### config.mk
export PLATFORM = sky130hd
export DESIGN_NAME = stage_move_gate_flat
export DESIGN_NICKNAME = d
export VERILOG_FILES = /design/src/rtl/stage_move_gate_if.sv /design/src/rtl/stage_move_gate.sv /design/src/flat_wrapper.sv
export SDC_FILE = /design/constraint.sdc
export NUM_CORES = 1
export LEC_CHECK = 0
export CAP_MARGIN = 10
export CELL_PAD_IN_SITES_DETAIL_PLACEMENT = 1
export CELL_PAD_IN_SITES_GLOBAL_PLACEMENT = 2
export CORE_MARGIN = 5
export CORE_UTILIZATION = 24
export DETAILED_ROUTE_END_ITERATION = 7
export PLACE_DENSITY_LB_ADDON = 0.1
export SYNTH_ARGS = -nofsm -noshare
export SYNTH_HDL_FRONTEND = slang
export SYNTH_SLANG_ARGS = --single-unit
export TNS_END_PERCENT = 5
### constraint.sdc
create_clock -name frame_clk -period 2.4 [get_ports frame_clk]
set_input_delay 0.36 -clock frame_clk [delete_from_list [all_inputs] [get_ports frame_clk]]
set_output_delay 0.36 -clock frame_clk [all_outputs]
set_load 0.03 [all_outputs]
### src/rtl/stage_move_gate_if.sv
// stage_move_gate_if
//   Groups the chef position/key inputs and the move-permission outputs of
//   stage_move_gate. The clock and reset are kept outside the interface.
//   master : environment side (drives Stage/keycode/position, observes outputs)
//   slave  : stage_move_gate side
//   Signals:
//     Stage[2:0]       current stage number
//     keycode[7:0]     held key (0x04 left, 0x07 right, 0x16 down, 0x1A up)
//     Chef_X_Pos[9:0]  chef column, unsigned
//     Chef_Y_Pos[9:0]  chef row, unsigned
//     valid            registered move permission
//     dir[1:0]         registered direction (00 L, 01 R, 10 D, 11 U)
//     step             one-cycle movement step pulse
//     mstate[1:0]      FSM state (00 IDLE, 01 WALK, 10 CLIMB)
interface stage_move_gate_if;
  logic [2:0] Stage;
  logic [7:0] keycode;
  logic [9:0] Chef_X_Pos;
  logic [9:0] Chef_Y_Pos;
  logic       valid;
  logic [1:0] dir;
  logic       step;
  logic [1:0] mstate;

  modport master (
    output Stage, keycode, Chef_X_Pos, Chef_Y_Pos,
    input  valid, dir, step, mstate
  );

  modport slave (
    input  Stage, keycode, Chef_X_Pos, Chef_Y_Pos,
    output valid, dir, step, mstate
  );
endinterface

### src/rtl/stage_move_gate.sv
// stage_move_gate
//   Decides whether the chef may move in the direction of the held key,
//   based on floor rows / ladder columns and the play-field limits, and
//   paces the movement with a periodic step pulse.
//   Ports:
//     frame_clk  sole clock, rising edge
//     Reset      synchronous, active-high
//     bus        stage_move_gate_if.slave (Stage, keycode, Chef_X/Y_Pos in;
//                valid, dir, step, mstate out)
//   Optional feature: define STAGE_BLANK_EN to blank movement for
//   BLANK_FRAMES cycles after every change of Stage.
//
//   state | meaning
//   IDLE  | no legal key held, valid=0, dir holds
//   WALK  | legal left/right held, moving along a floor
//   CLIMB | legal up/down held, moving along a ladder
module stage_move_gate #(
  parameter int X_MIN        = 0,
  parameter int X_MAX        = 192,
  parameter int Y_MIN        = 0,
  parameter int Y_MAX        = 141,
  parameter int NUM_FLOORS   = 4,
  parameter int FLOOR_Y0     = 21,
  parameter int FLOOR_PITCH  = 40,
  parameter int NUM_LADDERS  = 5,
  parameter int LADDER_X0    = 16,
  parameter int LADDER_PITCH = 40,
  parameter int STEP_DIV     = 2,
  parameter int NUM_STAGES   = 4,
  parameter int BLANK_FRAMES = 8
) (
  input logic              frame_clk,
  input logic              Reset,
  stage_move_gate_if.slave bus
);

  localparam logic [1:0] ST_IDLE  = 2'b00;
  localparam logic [1:0] ST_WALK  = 2'b01;
  localparam logic [1:0] ST_CLIMB = 2'b10;

  localparam logic [1:0] DIR_L = 2'b00;
  localparam logic [1:0] DIR_R = 2'b01;
  localparam logic [1:0] DIR_D = 2'b10;
  localparam logic [1:0] DIR_U = 2'b11;

  localparam logic [7:0] STEP_LAST = 8'(STEP_DIV - 1);

  if (STEP_DIV < 1 || STEP_DIV > 255) begin : g_bad_step_div
    $error("STEP_DIV must be in 1..255");
  end
  if (BLANK_FRAMES < 1 || BLANK_FRAMES > 255) begin : g_bad_blank
    $error("BLANK_FRAMES must be in 1..255");
  end

  logic [1:0] state_q, state_d;
  logic [1:0] dir_q, dir_d;
  logic       valid_q, valid_d;
  logic [7:0] cnt_q, cnt_d;

  logic on_floor, on_ladder, stage_ok, blank_force;
  logic mv_l, mv_r, mv_d, mv_u;

  always_comb begin
    on_floor = 1'b0;
    for (int k = 0; k < NUM_FLOORS; k++) begin
      if (bus.Chef_Y_Pos == 10'(FLOOR_Y0 + k * FLOOR_PITCH)) on_floor = 1'b1;
    end
  end

  always_comb begin
    on_ladder = 1'b0;
    for (int j = 0; j < NUM_LADDERS; j++) begin
      if (bus.Chef_X_Pos == 10'(LADDER_X0 + j * LADDER_PITCH)) on_ladder = 1'b1;
    end
  end

`ifdef STAGE_BLANK_EN
  logic [2:0] stage_prev_q;
  logic [7:0] blank_q;
  logic       stage_chg;

  assign stage_chg   = (bus.Stage != stage_prev_q);
  // The change cycle itself forces IDLE; the counter covers the remaining
  // BLANK_FRAMES-1 cycles.
  assign blank_force = stage_chg || (blank_q != 8'd0);

  always_ff @(posedge frame_clk) begin
    if (Reset) begin
      stage_prev_q <= 3'd0;
      blank_q      <= 8'd0;
    end else begin
      stage_prev_q <= bus.Stage;
      if (stage_chg)            blank_q <= 8'(BLANK_FRAMES - 1);
      else if (blank_q != 8'd0) blank_q <= blank_q - 8'd1;
    end
  end
`else
  assign blank_force = 1'b0;
`endif

  assign stage_ok = (32'(bus.Stage) < NUM_STAGES) && !blank_force;

  assign mv_l = stage_ok && (bus.keycode == 8'h04) && on_floor
                && (bus.Chef_X_Pos > 10'(X_MIN));
  assign mv_r = stage_ok && (bus.keycode == 8'h07) && on_floor
                && (bus.Chef_X_Pos < 10'(X_MAX));
  assign mv_d = stage_ok && (bus.keycode == 8'h16) && on_ladder
                && (bus.Chef_Y_Pos < 10'(Y_MAX));
  assign mv_u = stage_ok && (bus.keycode == 8'h1A) && on_ladder
                && (bus.Chef_Y_Pos > 10'(Y_MIN));

  // At most one key is held, so the next state follows directly from it.
  always_comb begin
    state_d = ST_IDLE;
    dir_d   = dir_q;
    if (mv_l) begin
      state_d = ST_WALK;
      dir_d   = DIR_L;
    end else if (mv_r) begin
      state_d = ST_WALK;
      dir_d   = DIR_R;
    end else if (mv_d) begin
      state_d = ST_CLIMB;
      dir_d   = DIR_D;
    end else if (mv_u) begin
      state_d = ST_CLIMB;
      dir_d   = DIR_U;
    end
  end

  assign valid_d = (state_d != ST_IDLE);

  // Counter restarts whenever a new movement segment begins, so the first
  // step of each segment lands STEP_DIV cycles after it starts.
  always_comb begin
    if (!valid_d || (state_q == ST_IDLE) || (dir_d != dir_q)) cnt_d = 8'd0;
    else if (cnt_q == STEP_LAST)                               cnt_d = 8'd0;
    else                                                       cnt_d = cnt_q + 8'd1;
  end

  always_ff @(posedge frame_clk) begin
    if (Reset) begin
      state_q <= ST_IDLE;
      dir_q   <= DIR_L;
      valid_q <= 1'b0;
      cnt_q   <= 8'd0;
    end else begin
      state_q <= state_d;
      dir_q   <= dir_d;
      valid_q <= valid_d;
      cnt_q   <= cnt_d;
    end
  end

  assign bus.valid  = valid_q;
  assign bus.dir    = dir_q;
  assign bus.mstate = state_q;
  assign bus.step   = valid_q && (cnt_q == STEP_LAST);

endmodule

### src/flat_wrapper.sv
// flat-port wrapper written by rule: the top's interface ports become plain ports
module stage_move_gate_flat 
#(
  parameter int X_MIN        = 0,
  parameter int X_MAX        = 192,
  parameter int Y_MIN        = 0,
  parameter int Y_MAX        = 141,
  parameter int NUM_FLOORS   = 4,
  parameter int FLOOR_Y0     = 21,
  parameter int FLOOR_PITCH  = 40,
  parameter int NUM_LADDERS  = 5,
  parameter int LADDER_X0    = 16,
  parameter int LADDER_PITCH = 40,
  parameter int STEP_DIV     = 2,
  parameter int NUM_STAGES   = 4,
  parameter int BLANK_FRAMES = 8
)
  (frame_clk, Reset, bus_Stage, bus_keycode, bus_Chef_X_Pos, bus_Chef_Y_Pos, bus_valid, bus_dir, bus_step, bus_mstate);
  stage_move_gate_if bus_i ();
  input logic frame_clk;
  input logic Reset;
  input wire logic [$bits(bus_i.Stage)-1:0] bus_Stage;
  input wire logic [$bits(bus_i.keycode)-1:0] bus_keycode;
  input wire logic [$bits(bus_i.Chef_X_Pos)-1:0] bus_Chef_X_Pos;
  input wire logic [$bits(bus_i.Chef_Y_Pos)-1:0] bus_Chef_Y_Pos;
  output wire logic [$bits(bus_i.valid)-1:0] bus_valid;
  output wire logic [$bits(bus_i.dir)-1:0] bus_dir;
  output wire logic [$bits(bus_i.step)-1:0] bus_step;
  output wire logic [$bits(bus_i.mstate)-1:0] bus_mstate;
  assign bus_i.Stage = bus_Stage;
  assign bus_i.keycode = bus_keycode;
  assign bus_i.Chef_X_Pos = bus_Chef_X_Pos;
  assign bus_i.Chef_Y_Pos = bus_Chef_Y_Pos;
  assign bus_valid = bus_i.valid;
  assign bus_dir = bus_i.dir;
  assign bus_step = bus_i.step;
  assign bus_mstate = bus_i.mstate;
  stage_move_gate #(.X_MIN(X_MIN), .X_MAX(X_MAX), .Y_MIN(Y_MIN), .Y_MAX(Y_MAX), .NUM_FLOORS(NUM_FLOORS), .FLOOR_Y0(FLOOR_Y0), .FLOOR_PITCH(FLOOR_PITCH), .NUM_LADDERS(NUM_LADDERS), .LADDER_X0(LADDER_X0), .LADDER_PITCH(LADDER_PITCH), .STEP_DIV(STEP_DIV), .NUM_STAGES(NUM_STAGES), .BLANK_FRAMES(BLANK_FRAMES)) u_core (.frame_clk(frame_clk), .Reset(Reset), .bus(bus_i));
endmodule
* Word level (Yosys, flattened, before mapping)
Cells that the tools add are included.
Operators by class: add/subtract/negate cells 1, magnitude comparators 5, eq/ne operators 15, multiplexer cells 17, reduce and logical (&&, ||, !) cells 19
Operators with widths (count):
- 10-bit by 8-bit == test with 1-bit output, second input constant | 3
- 10-bit by 5-bit == test with 1-bit output, second input constant | 2
- 10-bit by 6-bit == test with 1-bit output, second input constant | 2
- 10-bit by 7-bit == test with 1-bit output, second input constant | 2
- 10-bit by 1-bit greater-than comparator with 1-bit output, second input constant | 2
- 10-bit by 8-bit less-than comparator with 1-bit output, second input constant | 2
- 8-bit by 3-bit == test with 1-bit output, second input constant | 2
- 8-bit by 5-bit == test with 1-bit output, second input constant | 2
- 2-bit 2-to-1 mux | 8
- 1-bit logical AND | 13
- 1-bit 2-to-1 mux | 9
- 8-bit by 1-bit adder with 8-bit output, second input constant | 1
- 8-bit by 1-bit == test with 1-bit output, second input constant | 1
- 3-bit less-than comparator, second input constant | 1
- 3-bit OR reduction | 1
- 2-bit logical NOT | 1
- 1-bit logical OR | 2
- 2-bit inequality test | 1
- 2-bit nonzero test | 1
- 1-bit logical NOT | 1
Word-level totals: flip-flop bits (word level) 13, input port bits 33, output and inout port bits 6, word-level logic and storage cells 61

* Depth between registers and ports, before layout
depth in word-level cells 17, mapped depth 7, depth with buffers taken out 7

* Worst setup path before layout
No wires, ideal clock.
path type register -> output, start point register u_core.cnt_q[0], end point output port bus_step, arrival 1.642 ns, required time 2.040 ns, path slack 0.398 ns, stages on the path, launching flop included 5, path buffers 0, cells stage by stage dfxtp_1 ha_1 or4b_2 nor4_1 and2_1
Between the ends: cells in the longest elaborated chain, start to end 2
RTL lines:
- start, declared | RTL line stage_move_gate.sv:58 | logic [7:0] cnt_q, cnt_d;
- start signal, assigned | RTL line stage_move_gate.sv:151 | cnt_q <= cnt_d;
- 8-bit by 1-bit == test with 1-bit output | RTL line stage_move_gate.sv:158 | assign bus.step = valid_q && (cnt_q == STEP_LAST);
- 1-bit logical AND | RTL line stage_move_gate.sv:158
- end, declared | RTL line flat_wrapper.sv:28 | output wire logic [$bits(bus_i.step)-1:0] bus_step;
Every way passes these cells.

* Worst setup path after layout
Ends and elaborated chain as after synthesis.

==> metrics.md <==
| Metric | Value |
|---|---|
| Status | `finished clean` |
| Core area | `roughly 0.0037 mm²` |
| Chip height | `72.74 µm` |
| GRT Total Usage | `~11%` |
| Post-synth ARST share | `0%` |
| Final nets | `191` |
| HP Start | `u_core.cnt_q[0]` |
| Clock transition at path regs | `0.05 ns` |
| CTS sink count | `13` |
| Syn Nets | `140` |
| Most used DFF post-synth | `dfxtp_1` |
| Vias | `978` |
| Max VDD drop | `between 0.0003 and 0.0004 V` |
| Share of cells above drive strength 1 | `20.00%` |
| Area leader, netlist | `dfxtp_1` |
| Pwr Total | `0.5042 mW` |
| Final std cells w/o fill | `203` |
| Clock Tree Buf Depth | `2` |
| Synth top area share | `between 20 and 30%` |
| Vias per cell | `between 4 and 5` |
| Crit path required time | `a little over 2 ns` |
| Startpoint types | `flip-flop` |
| Number of synthesized flops with an enable pin | `0` |
| Hold-fix buffers at CTS | `0` |
| Tcrit/Tclk final | `94.92%` |
| R2R Setup Slk | `0.44 ns` |
| Ant diodes | `0` |
| Cell Rows | `22` |
| Setup violations, final | `0` |
| Vias in the first global route | `just over 1000` |
| Leading cell type in the layout, fill and taps excluded | `clkdlybuf4s50_1` |
| Worst Hold Class | `reg -> reg` |
| Crit path kind | `reg -> out` |
| RSZ-0062 raised after global routing | `no` |
| Largest cells by area after synthesis | `dfxtp_1 28%, xnor2_1 5.6%, nor3_1 5.3%` |
| Pwr/cell area | `about 330 mW/mm²` |
| First-pass GRT wire length | `approximately 4700 µm` |
| Number of synthesized register bits | `13` |
| Final min period | `2.278 ns` |
| Routed WL | `2820 µm` |
| Launching point of the worst reg2reg path | `u_core.cnt_q[1]` |
| Final Hold Fails | `0` |
| Worst rel slew slack | `42.48%` |
| Die X | `between 70 and 80 µm` |
| Syn-to-layout area delta | `60.00%` |
| CTS Buf Count | `3` |
| Pins Over Slew Limit | `0` |
| Synth unique cells | `43` |
| Critical Path Fanout Max | `5` |
| CTS tree | `done` |
| Max cap viols | `0` |
| Syn avg cell area | `roughly 9.0 µm²` |
| Clock skew | `~0.002 ns` |
| Max frequency | `between 400 and 500 MHz` |
| Die area | `0.005291 mm²` |
| Crit. End Element | `output port` |
| Routability cong. | `0.7622` |
| Worst Path Arrival | `between 1.5 and 2 ns` |
| GRT overflow | `0` |
| Post-CTS Setup Bufs | `0` |
| Synth warn | `0` |
| WHS Endpoint | `u_core.cnt_q[0]` |
| Worst R2R End | `u_core.cnt_q[4]` |
| Routed length per instance | `between 10 and 15 µm` |
| Synthesized area | `944.7 µm²` |
| Pre-antenna DRT Iters | `4` |
| Number of remaining DRC errors | `0` |
| Port bufs | `36` |
| Leakage | `around 0.53 nW` |
| Filler Cell Count | `about 460` |
| H-Tree Depth | `1` |
| Seq/Total Area, Yosys | `27.55%` |
| Initial antenna violation count | `0` |
| Synth Instances | `~110` |
| Clk_lat worst skew | `0.24 ns` |
| HPWL after DPL | `~2300 µm` |
| Root Driver | `clkbuf_8` |
| Post-route ant nets | `0` |
| Cells after DPL | `just under 200` |
| Slew @ Worst Pin | `roughly 0.86 ns` |
| Pin count of the biggest net entering global routing | `9` |
| Commonest cells after routing, fill and taps aside | `35 x clkdlybuf4s50_1, 12 x dfxtp_1, 11 x nand2_1` |
| Initial Util | `between 20 and 30%` |
| # IOs | `39` |
| DRT iter0 DRCs | `22` |
| Hold path depth | `1` |
| Cell count of the worst reg-to-reg path | `6` |
==> synth_stat cells, types with 2 or more instances <==
| library cell | n |
|---|---|
| or2_2 | 2 |
| nor3_1 | 10 |
| nand2_1 | 11 |
| dfxtp_1 | 13 |
| xnor2_1 | 6 |
| nand3_1 | 5 |
| nor4b_2 | 3 |
| inv_1 | 3 |
| o211ai_1 | 2 |
| nor3b_1 | 2 |
| ha_1 | 2 |
| a21oi_1 | 3 |
| nor4_1 | 2 |
| a211oi_1 | 2 |
| and3_1 | 2 |
| o211a_1 | 2 |
| nand3b_1 | 2 |
| nand4b_1 | 2 |
| nor2_1 | 7 |
==> cell families (layout without fill, tap and decap cells) <==
| kind of cell | after synthesis | after routing | synth area share (%) |
|---|---|---|---|
| buffers and inverters | 3 | 53 | 1.192 |
| adder cells (fa/ha/maj) | 2 | 2 | 2.649 |
| flip-flops | 13 | 13 | 27.55 |
| AO/OA/AOI/OAI | 21 | 21 | 20.66 |
| XOR/XNOR | 7 | 7 | 6.490 |
| AND/OR/NAND/NOR | 59 | 59 | 41.46 |
==> critical path, stage by stage, from the launching register on <==
cell     delay (ns)
dfxtp_2        0.37
ha_1           0.15
or4b_2         0.63
nor4_4         0.20
and2_1         0.17
buf_4          0.15
==> where the power goes <==
part	leakage, nW	internal [mW]	total (mW)	switching [mW]
Clock	0.0228	0.117	0.195	0.0779
Combinational	0.399	0.0599	0.0930	0.0331
Sequential	0.105	0.216	0.216	0.00000140
==> worst max path at each step <==
stage	slack, ns	cells past startpoint	start	end
after floorplan	0.40	4	u_core.cnt_q[0]	bus_step
after global placement	-0.02	8	bus_Chef_Y_Pos[8]	u_core.cnt_q[4]
after detailed placement	-0.01	8	bus_Chef_Y_Pos[8]	u_core.cnt_q[4]
after CTS	0.03	5	u_core.cnt_q[0]	bus_step
after global routing	0.008	6	u_core.cnt_q[1]	bus_step
final	0.12	5	u_core.cnt_q[0]	bus_step
==> layer usage <==
metal / track usage [%] / wire, µm / share of wire, %
met2: 18.94 / 1362 / 48
met4: 3.689 / 32 / 1.1
met5: 0 / 0 / 0
met1: 13.93 / 1280 / 45
met3: 3.581 / 144 / 5.1
==> layout make-up <==
| cell class | instances | area, µm² | area share, % |
|---|---|---|---|
| Clock buffer | 4 | 45.04 | 2.980 |
| Inverter | 3 | 11.26 | 0.7450 |
| Multi-Input combinational cell | 89 | 688.2 | 45.53 |
| Sequential cell | 13 | 261.5 | 17.30 |
| Tap cell | 48 | 60.06 | 3.974 |
| Timing Repair Buffer | 46 | 445.4 | 29.47 |
==> through the flow <==
stage	TNS (ns)	util (%)	instance area, µm²	hold slack [ns]	setup WS [ns]
final	0	40.37	1511	0.4606	0.1218
after global routing	0	40.37	1511	0.4775	0.008384
after CTS	0	40.34	1510	0.5291	0.03121
after detailed placement	-0.03952	38.74	1450	0.5211	-0.01342
after global placement	-0.02520	38.74	1450	0.5186	-0.01726
after floorplan	0	-	944.7	0.4291	0.3976
==> flip-flops by register name, indices dropped and copies added, names as in the netlist <==
| name | flops |
|---|---|
| u_core.cnt_q | 8 |
| u_core.bus.dir | 2 |
| u_core.bus.mstate | 2 |
| u_core.bus.valid | 1 |
==> timing repair <==
| action | CTS | global route |
|---|---|---|
| resized for setup | 2 | 1 |
| endpoints found under the setup margin | 1 | 1 |
| gates cloned | 0 | 0 |
| pin swaps | 0 | 0 |
No activity file was read; power rests on OpenSTA's default activity.
